===== src/rtl/stream_fifo_if.sv =====
// rtl/stream_fifo_if.sv - valid/ready handshake bundle between an upstream producer, stream_fifo and its arbiter lane.
interface stream_fifo_if #(
  parameter int DATA_WIDTH = 32,
  parameter int DEPTH      = 4,
  parameter int CNT_WIDTH  = $clog2(DEPTH + 1)
);
  logic [DATA_WIDTH-1:0] data_i;
  logic                  valid_i;
  logic                  ready_o;
  logic [DATA_WIDTH-1:0] data_o;
  logic                  valid_o;
  logic                  ready_i;
  logic [CNT_WIDTH-1:0]  count_o;

  // FIFO side
  modport slave (
    input  data_i, valid_i, ready_i,
    output ready_o, data_o, valid_o, count_o
  );

  // Environment side: producer upstream, consumer downstream
  modport master (
    output data_i, valid_i, ready_i,
    input  ready_o, data_o, valid_o, count_o
  );
endinterface


===== src/rtl/stream_fifo.sv =====
// rtl/stream_fifo.sv - registered valid/ready FIFO for a router input port; STREAM_FIFO_BYPASS_EN adds empty fall-through.
module stream_fifo #(
  parameter int DATA_WIDTH = 32,
  parameter int DEPTH      = 4,
  parameter int PTR_WIDTH  = $clog2(DEPTH),
  parameter int CNT_WIDTH  = $clog2(DEPTH + 1)
) (
  input  logic          clk_i,
  input  logic          arstn_i,
  stream_fifo_if.slave  bus
);

  localparam logic [PTR_WIDTH-1:0] PTR_LAST = PTR_WIDTH'(DEPTH - 1);
  localparam logic [PTR_WIDTH-1:0] PTR_ONE  = PTR_WIDTH'(1);
  localparam logic [CNT_WIDTH-1:0] CNT_FULL = CNT_WIDTH'(DEPTH);
  localparam logic [CNT_WIDTH-1:0] CNT_ONE  = CNT_WIDTH'(1);

  logic [DATA_WIDTH-1:0] mem [DEPTH];
  logic [PTR_WIDTH-1:0]  wr_ptr;
  logic [PTR_WIDTH-1:0]  rd_ptr;
  logic [CNT_WIDTH-1:0]  count;

  logic empty;
  logic full;
  logic bypass;
  logic push;
  logic pop;

  assign empty = (count == '0);
  assign full  = (count == CNT_FULL);

  // Back-pressure comes from the registered count only, so ready_i never reaches ready_o.
  assign bus.ready_o = !full;
  assign bus.count_o = count;

`ifdef STREAM_FIFO_BYPASS_EN
  assign bus.valid_o = empty ? bus.valid_i : 1'b1;
  assign bus.data_o  = empty ? bus.data_i  : mem[rd_ptr];
  assign bypass      = empty && bus.valid_i && bus.ready_i;
`else
  assign bus.valid_o = !empty;
  assign bus.data_o  = mem[rd_ptr];
  assign bypass      = 1'b0;
`endif

  // A word that falls straight through is never stored, so it is neither a push nor a pop.
  assign push = bus.valid_i && !full && !bypass;
  assign pop  = !empty && bus.ready_i;

  always_ff @(posedge clk_i) begin
    if (push) begin
      mem[wr_ptr] <= bus.data_i;
    end
  end

  always_ff @(posedge clk_i or negedge arstn_i) begin
    if (!arstn_i) begin
      wr_ptr <= '0;
      rd_ptr <= '0;
      count  <= '0;
    end else begin
      if (push) begin
        wr_ptr <= (wr_ptr == PTR_LAST) ? '0 : wr_ptr + PTR_ONE;
      end
      if (pop) begin
        rd_ptr <= (rd_ptr == PTR_LAST) ? '0 : rd_ptr + PTR_ONE;
      end
      case ({push, pop})
        2'b10:   count <= count + CNT_ONE;
        2'b01:   count <= count - CNT_ONE;
        default: count <= count;
      endcase
    end
  end

  a_count_bound: assert property (@(posedge clk_i) disable iff (!arstn_i) count <= CNT_FULL);
  a_no_pop_empty: assert property (@(posedge clk_i) disable iff (!arstn_i) !(pop && empty));

endmodule


===== src/flat_wrapper.sv =====
// flat-port wrapper written by rule: the top's interface ports become plain ports
module stream_fifo_flat 
#(
  parameter int DATA_WIDTH = 32,
  parameter int DEPTH      = 4,
  parameter int PTR_WIDTH  = $clog2(DEPTH),
  parameter int CNT_WIDTH  = $clog2(DEPTH + 1)
)
  (clk_i, arstn_i, bus_data_i, bus_valid_i, bus_ready_i, bus_ready_o, bus_data_o, bus_valid_o, bus_count_o);
  stream_fifo_if #(.DATA_WIDTH(DATA_WIDTH), .DEPTH(DEPTH), .CNT_WIDTH(CNT_WIDTH)) bus_i ();
  input  logic clk_i;
  input  logic arstn_i;
  input wire logic [$bits(bus_i.data_i)-1:0] bus_data_i;
  input wire logic [$bits(bus_i.valid_i)-1:0] bus_valid_i;
  input wire logic [$bits(bus_i.ready_i)-1:0] bus_ready_i;
  output wire logic [$bits(bus_i.ready_o)-1:0] bus_ready_o;
  output wire logic [$bits(bus_i.data_o)-1:0] bus_data_o;
  output wire logic [$bits(bus_i.valid_o)-1:0] bus_valid_o;
  output wire logic [$bits(bus_i.count_o)-1:0] bus_count_o;
  assign bus_i.data_i = bus_data_i;
  assign bus_i.valid_i = bus_valid_i;
  assign bus_i.ready_i = bus_ready_i;
  assign bus_ready_o = bus_i.ready_o;
  assign bus_data_o = bus_i.data_o;
  assign bus_valid_o = bus_i.valid_o;
  assign bus_count_o = bus_i.count_o;
  stream_fifo #(.DATA_WIDTH(DATA_WIDTH), .DEPTH(DEPTH), .PTR_WIDTH(PTR_WIDTH), .CNT_WIDTH(CNT_WIDTH)) u_core (.clk_i(clk_i), .arstn_i(arstn_i), .bus(bus_i));
endmodule

===== config.mk =====
export PLATFORM = sky130hd
export DESIGN_NAME = stream_fifo_flat
export DESIGN_NICKNAME = d
export VERILOG_FILES = /design/src/rtl/stream_fifo_if.sv /design/src/rtl/stream_fifo.sv /design/src/flat_wrapper.sv
export SDC_FILE = /design/constraint.sdc
export NUM_CORES = 1
export LEC_CHECK = 0
export ABC_AREA = 1
export CORE_ASPECT_RATIO = 0.9
export CORE_UTILIZATION = 55
export CTS_BUF_LIST = sky130_fd_sc_hd__clkbuf_4
export CTS_CLUSTER_SIZE = 40
export DETAILED_ROUTE_END_ITERATION = 10
export PLACE_DENSITY = 0.8
export RECOVER_POWER = 100
export REMOVE_ABC_BUFFERS = 1
export SYNTH_ARGS = -nofsm -noshare
export SYNTH_HDL_FRONTEND = slang
export SYNTH_SLANG_ARGS = --single-unit

===== constraint.sdc =====
create_clock -name clk_i -period 4.2 [get_ports clk_i]
set_input_delay 0.42 -clock clk_i [delete_from_list [all_inputs] [get_ports clk_i]]
set_output_delay 0.42 -clock clk_i [all_outputs]
set_load 0.03 [all_outputs]

==> results by group <==
Timing
  – Max-slew violation count: 132
  – F_max: 297 MHz
  – Hold Worst Slack: 250 ps
  – Worst-margin pin slew: 1900 ps
  – Tmin final: approximately 3400 ps
  – Unrepaired setup endpoints after global routing: false
  – Layout Skew: 11.5 ps
  – Min setup slack post-route: 835 ps
  – Final setup vio count: 0
  – Final total negative setup slack: 0 ps
  – Rel. slew slack: -26.9%
  – Final Hold Fails: 0
  – Post-route clock period utilization: 80.1%

Clock tree
  – Setup bufs post-CTS: 0
  – Maximum clock insertion buffer count: 2
  – Resized Gates After CTS: 0
  – Clock Sinks: roughly 140
  – Clk root buf: clkbuf_4
  – Cts bufs inserted: 17
  – Clock Latency Late Sink: slightly above 500 ps
  – CTS H-tree lvls: 4
  – Worst-path clk slew: 110 ps
  – CTS tree: yes
  – # hold bufs at CTS: 0

Floorplanning
  – Initial Util: 56.6%
  – Die area: 0.0104 mm^2
  – Die X: 107 um
  – IO Pins: 73
  – Row count: 34
  – Core Region: about 0.0097 mm^2
  – Die H: just under 100 um

Power
  – Clock power share: 17.6%
  – Internal power: 2780 uW
  – Maximum vdd drop: 0.446 mV
  – Switching pwr: ~1900 uW
  – Sw frac: 40.6%
  – Leak: 0.00253 uW
  – PwrDens: approximately 700 mW/mm^2
  – Sequential power share: 43.0%
  – Combinational power share: 39.4%
  – Tot Pwr: 4690 uW

Route
  – Final WL: 9530 um
  – DR DRC count: 0
  – Routed wire per std cell: approximately 15 um
  – Initial drt markers: 179
  – Routed via count: 3274
  – Antenna-violating nets left: 0
  – Vias per inst: 5.11
  – Pre-Repair DR Iteration Count: 4

Synthesis
  – Yosys cell types: 17
  – YS warnings: 0
  – Mapped Cells: 432
  – Register area share after synthesis: roughly three quarters
  – Ranking of synthesized cells by area: edfxtp_1 70%, o211ai_1 8.7%, nand2_1 7.6%
  – Top cell type's share of synthesized area: about 70%
  – Yosys top cell by area: edfxtp_1
  – #FFs+latches synth: 135
  – Mean Syn Cell Area: about 13 um^2
  – Mapped Area: ~0.0055 mm^2

Setup path
  – Startpoint class of the critical path: register
  – Max Fanout on Critical Path: roughly 130
  – Worst setup path class: register to output pin
  – Slowest stage delay, CP: 1240 ps
  – Required time of the critical path: 3780 ps
  – Arr. time, crit path: 2940 ps
  – Critical path, cell by cell: o211ai_1, nand2_1, dlygate4sd3_1
  – Beginning of the critical path: u_core.rd_ptr[0]
  – CP max-delay cell: dfrtp_4
  – CP Capture Type: output pin
  – Reg2reg start: u_core.bus.count_o[1]

Run status
  – Status: finished with violations
  – Failing checks: capacitance limit, slew limit

Place
  – Dpl hpwl: 5370 um
  – Port-buffer cells: 72
  – Pre-CTS worst setup slack: 1450 ps
  – Gpl congestion: 0.708
  – Placed insts: 610

Finish
  – Synth-to-layout area growth: 19.4%
  – Nets@finish: 546
  – Share of post-route cells with drive strength above 1: 7.57%
  – Fill cell count: 689
  – Ant. Diodes: 0
  – Post-route insts no fill: 641

GRT
  – Initial antenna violation count: 0
  – Vias in the first global route: 3179
  – Remaining Overflow, GRT: 0
  – First-pass GRT wire length: 15200 um
  – Largest net degree at the start of global routing: 132
  – GRT Total Usage: 19.8%

Flow run
  – Max_cap viols: 4

Hold path
  – Min-Delay Path Class: input port to async pin
synthesized netlist by cell type, drive strengths merged:
| master | number |
|---|---|
| fa | 1 |
| nand2 | 111 |
| o211ai | 64 |
| dfrtp | 7 |
| nand4 | 1 |
| ha | 6 |
| nor2 | 6 |
| inv | 78 |
| o21ai | 1 |
| clkbuf | 1 |
| buf | 20 |
| nand3 | 7 |
| xnor2 | 1 |
| edfxtp | 128 |
final timing paths:
| check | end | slack (ps) | cells past startpoint |
|---|---|---|---|
| max in group asynchronous | u_core.rd_ptr[0] | 3660 | 1 |
| worst max-delay path | bus_data_o[0] | 840 | 3 |
| worst max register to register | u_core.mem[1][5] | 1440 | 4 |
| worst min-delay path | u_core.rd_ptr[0] | 250 | 1 |
| min in group clk_i | u_core.bus.count_o[1] | 520 | 2 |
| worst min register to register | u_core.bus.count_o[1] | 520 | 2 |
flip-flops by register name, summed over array words and instances, names as in the netlist:
register,count
u_core.bus.count_o,3
u_core.mem,128
u_core.rd_ptr,2
u_core.wr_ptr,2
cells by family after synthesis:
kind of cell / synth area share, %
flops: 73.1
xor+xnor: 0.159
fa+ha+maj: 1.73
compound gates: 8.84
simple gates: 8.75
buf+inv: 7.38
area by class of cell:
cell class | instances | area [um^2] | area share, %
Inverter | 78 | 293 | 4.46
Clock buffer | 17 | 128 | 1.95
Tap cell | 126 | 158 | 2.40
Clock inverter | 14 | 153 | 2.33
Timing Repair Buffer | 73 | 728 | 11.1
Multi-Input combinational cell | 198 | 1080 | 16.5
Sequential cell | 135 | 4020 | 61.3
through the flow:
stage	util (%)	instance area, um^2
after CTS	67.9	6580
after global routing	67.6	6560
after detailed placement	65.0	6300
final	67.6	6560
after floorplan	-	5380
after global placement	65.0	6300
power groups by stage:
stage               Combinational (uW)  Clock [uW]  Sequential (uW)
finish                            1850         824             2020
global route                      2020         892             2060
CTS                               2000         846             2010
detailed placement                1990           0             2040
global placement                  1960           0             2030
floorplan                         1170           0             2040
critical path: cells and delay by family (launching register included):
family | cells | cell delay, ps
buf+inv | 1 | 750
flops | 1 | 1240
compound gates | 1 | 260
simple gates | 1 | 170
layer usage:
| metal | GRT usage, % | up-vias | wire length [um] |
|---|---|---|---|
| met1 | 25.6 | 1541 | 4160 |
| met2 | 30.8 | 95 | 4640 |
| met5 | 0 | - | 0 |
| met3 | 7.68 | 7 | 676 |
| met4 | 6.64 | 0 | 51 |
| li1 | - | 1631 | - |
cell usage in the layout, fill, tap and decap left out, types with 2 or more instances in the layout:
master / count
bufinv_16: 2
clkbuf_4: 17
clkdlybuf4s50_1: 2
clkinv_2: 2
clkinv_4: 4
clkinvlp_4: 4
dfrtp_1: 6
dlygate4sd3_1: 70
edfxtp_1: 128
ha_1: 6
inv_1: 76
inv_2: 2
inv_6: 2
nand2_1: 111
nand3_1: 7
nor2_1: 2
nor2_2: 4
o211ai_1: 64
Power figures use the tool's default switching activity.
==> variant, RTL diff (same settings) <==
`DEPTH` is set to 4 in 3 places; all go to 16.
--- a/src/rtl/stream_fifo_if.sv
+++ b/src/rtl/stream_fifo_if.sv
@@ -3,3 +3,3 @@
   parameter int DATA_WIDTH = 32,
-  parameter int DEPTH      = 4,
+  parameter int DEPTH      = 16,
   parameter int CNT_WIDTH  = $clog2(DEPTH + 1)
--- a/src/rtl/stream_fifo.sv
+++ b/src/rtl/stream_fifo.sv
@@ -3,3 +3,3 @@
   parameter int DATA_WIDTH = 32,
-  parameter int DEPTH      = 4,
+  parameter int DEPTH      = 16,
   parameter int PTR_WIDTH  = $clog2(DEPTH),
--- a/src/flat_wrapper.sv
+++ b/src/flat_wrapper.sv
@@ -4,3 +4,3 @@
   parameter int DATA_WIDTH = 32,
-  parameter int DEPTH      = 4,
+  parameter int DEPTH      = 16,
   parameter int PTR_WIDTH  = $clog2(DEPTH),
Ports: changed (resized bus_count_o); port bits go from 73 to 75. No check against the original RTL was run, so the function may have changed too.
==> variant against the original RTL <==
  * Total power increased to 3.6 times the old value
  * Count of clock-buffer cells in the layout increased by 170
  * Routed wire length increased to 5.5 times the old value
  * Utilization decreased by 5.0 points
  * The flow still finishes with violations (max-capacitance violations, max-slew violations)
  * Area after synthesis increased to 4.1 times the old value
  * Final area increased to 3.9 times the old value
  * Register-to-register slack got worse by 1000 ps
  * First-iteration DRC count increased to 7.9 times the old value
  * Sequential cell count increased by 390
  * Worst setup slack got worse by 630 ps
  * Critical endpoint is now bus_data_o[14]
==> variant: results (changes against the original RTL) <==
[status]
status=finished, violations left
violations=max-capacitance violations, max-slew violations

[route]
wl_met2_mm=25.7  ; +450%
drtIter0Drc=1409  ; +690%
met3_length_mm=4.43  ; +560%

[finish]
clock_buffers=187  ; +170
fin_nets=2312  ; +320%
multi_input_area_share_pct=21.6  ; +5.1 points
fillers=3088  ; +350%
antennaDiodeCount=3  ; +3
buf_share_pct=4.12  ; -7.0 points
finalNonFillerCells=2896  ; +350%
regArea_um2=15700  ; +290%
layout-drive-gt1-share_pct=12.4  ; +4.8 points

[clock_tree]
clock_latency_ps=840  ; +330 ps
clk_pin_slew_worst_paths_ps=60  ; -50 ps
cts_hold_buf=1  ; +1

[logic_synthesis]
synth_compound_area_share_pct=0.199  ; -8.6 points
synth_top_family_by_area=simple AND/OR/NAND/NOR gates
synth-edff-count=512  ; +300%
yosysUniqueCellTypes=24  ; +7

[sta]
slew_violations=81  ; -39%

[global_routing]
grt_max_degree=171  ; +30%
use_met1_pct=32.4  ; +6.8 points
grt_pass1_wl_mm=81.0  ; +430%
antenna_found_initial=5  ; +5

[worst_setup_path]
reg2reg_depth=7  ; +3

[placed_design]
dp.cells=2671  ; +340%
portBuffers=74  ; +2.8%

[worst_hold_path]
hold_class=input pin to flip-flop

[flow_run]
maxCapViolCount=5  ; +1

[power_and_ir_drop]
p_int_mw=10.4  ; +280%
vdd_drop_max_mv=0.479  ; +7.5%
power.total_mw=16.9  ; +260%

-- variant: metrics by stage --
step           setup TNS, ps  util [%]
6_report                   0      62.6
5_1_grt                    0      62.6
2_1_floorplan        -194150         -
3_5_place_dp               0      58.9
3_3_place_gp               0      58.9
4_1_cts                    0      63.1
-- variant: critical path: stages, from the launching register on --
cell	delay [ps]
dfrtp_1	450
inv_2	280
nor2_4	510
buf_12	420
nand3_2	100
nand2_1	80
nor2_1	40
nand2_1	80
nand2_1	70
dlygate4sd3_1	680
-- variant: path summary, 6_finish.rpt --
path | start | end | slack, ps
max in group asynchronous | arstn_i | u_core.rd_ptr[0] | 3040
max | u_core.rd_ptr[2] | bus_data_o[14] | 210
min reg2reg | u_core.bus.count_o[0] | u_core.bus.count_o[0] | 560
min in group asynchronous | arstn_i | u_core.rd_ptr[3] | 630
min | bus_valid_i | u_core.wr_ptr[2] | 420
max reg2reg | u_core.bus.count_o[0] | u_core.mem[13][18] | 420
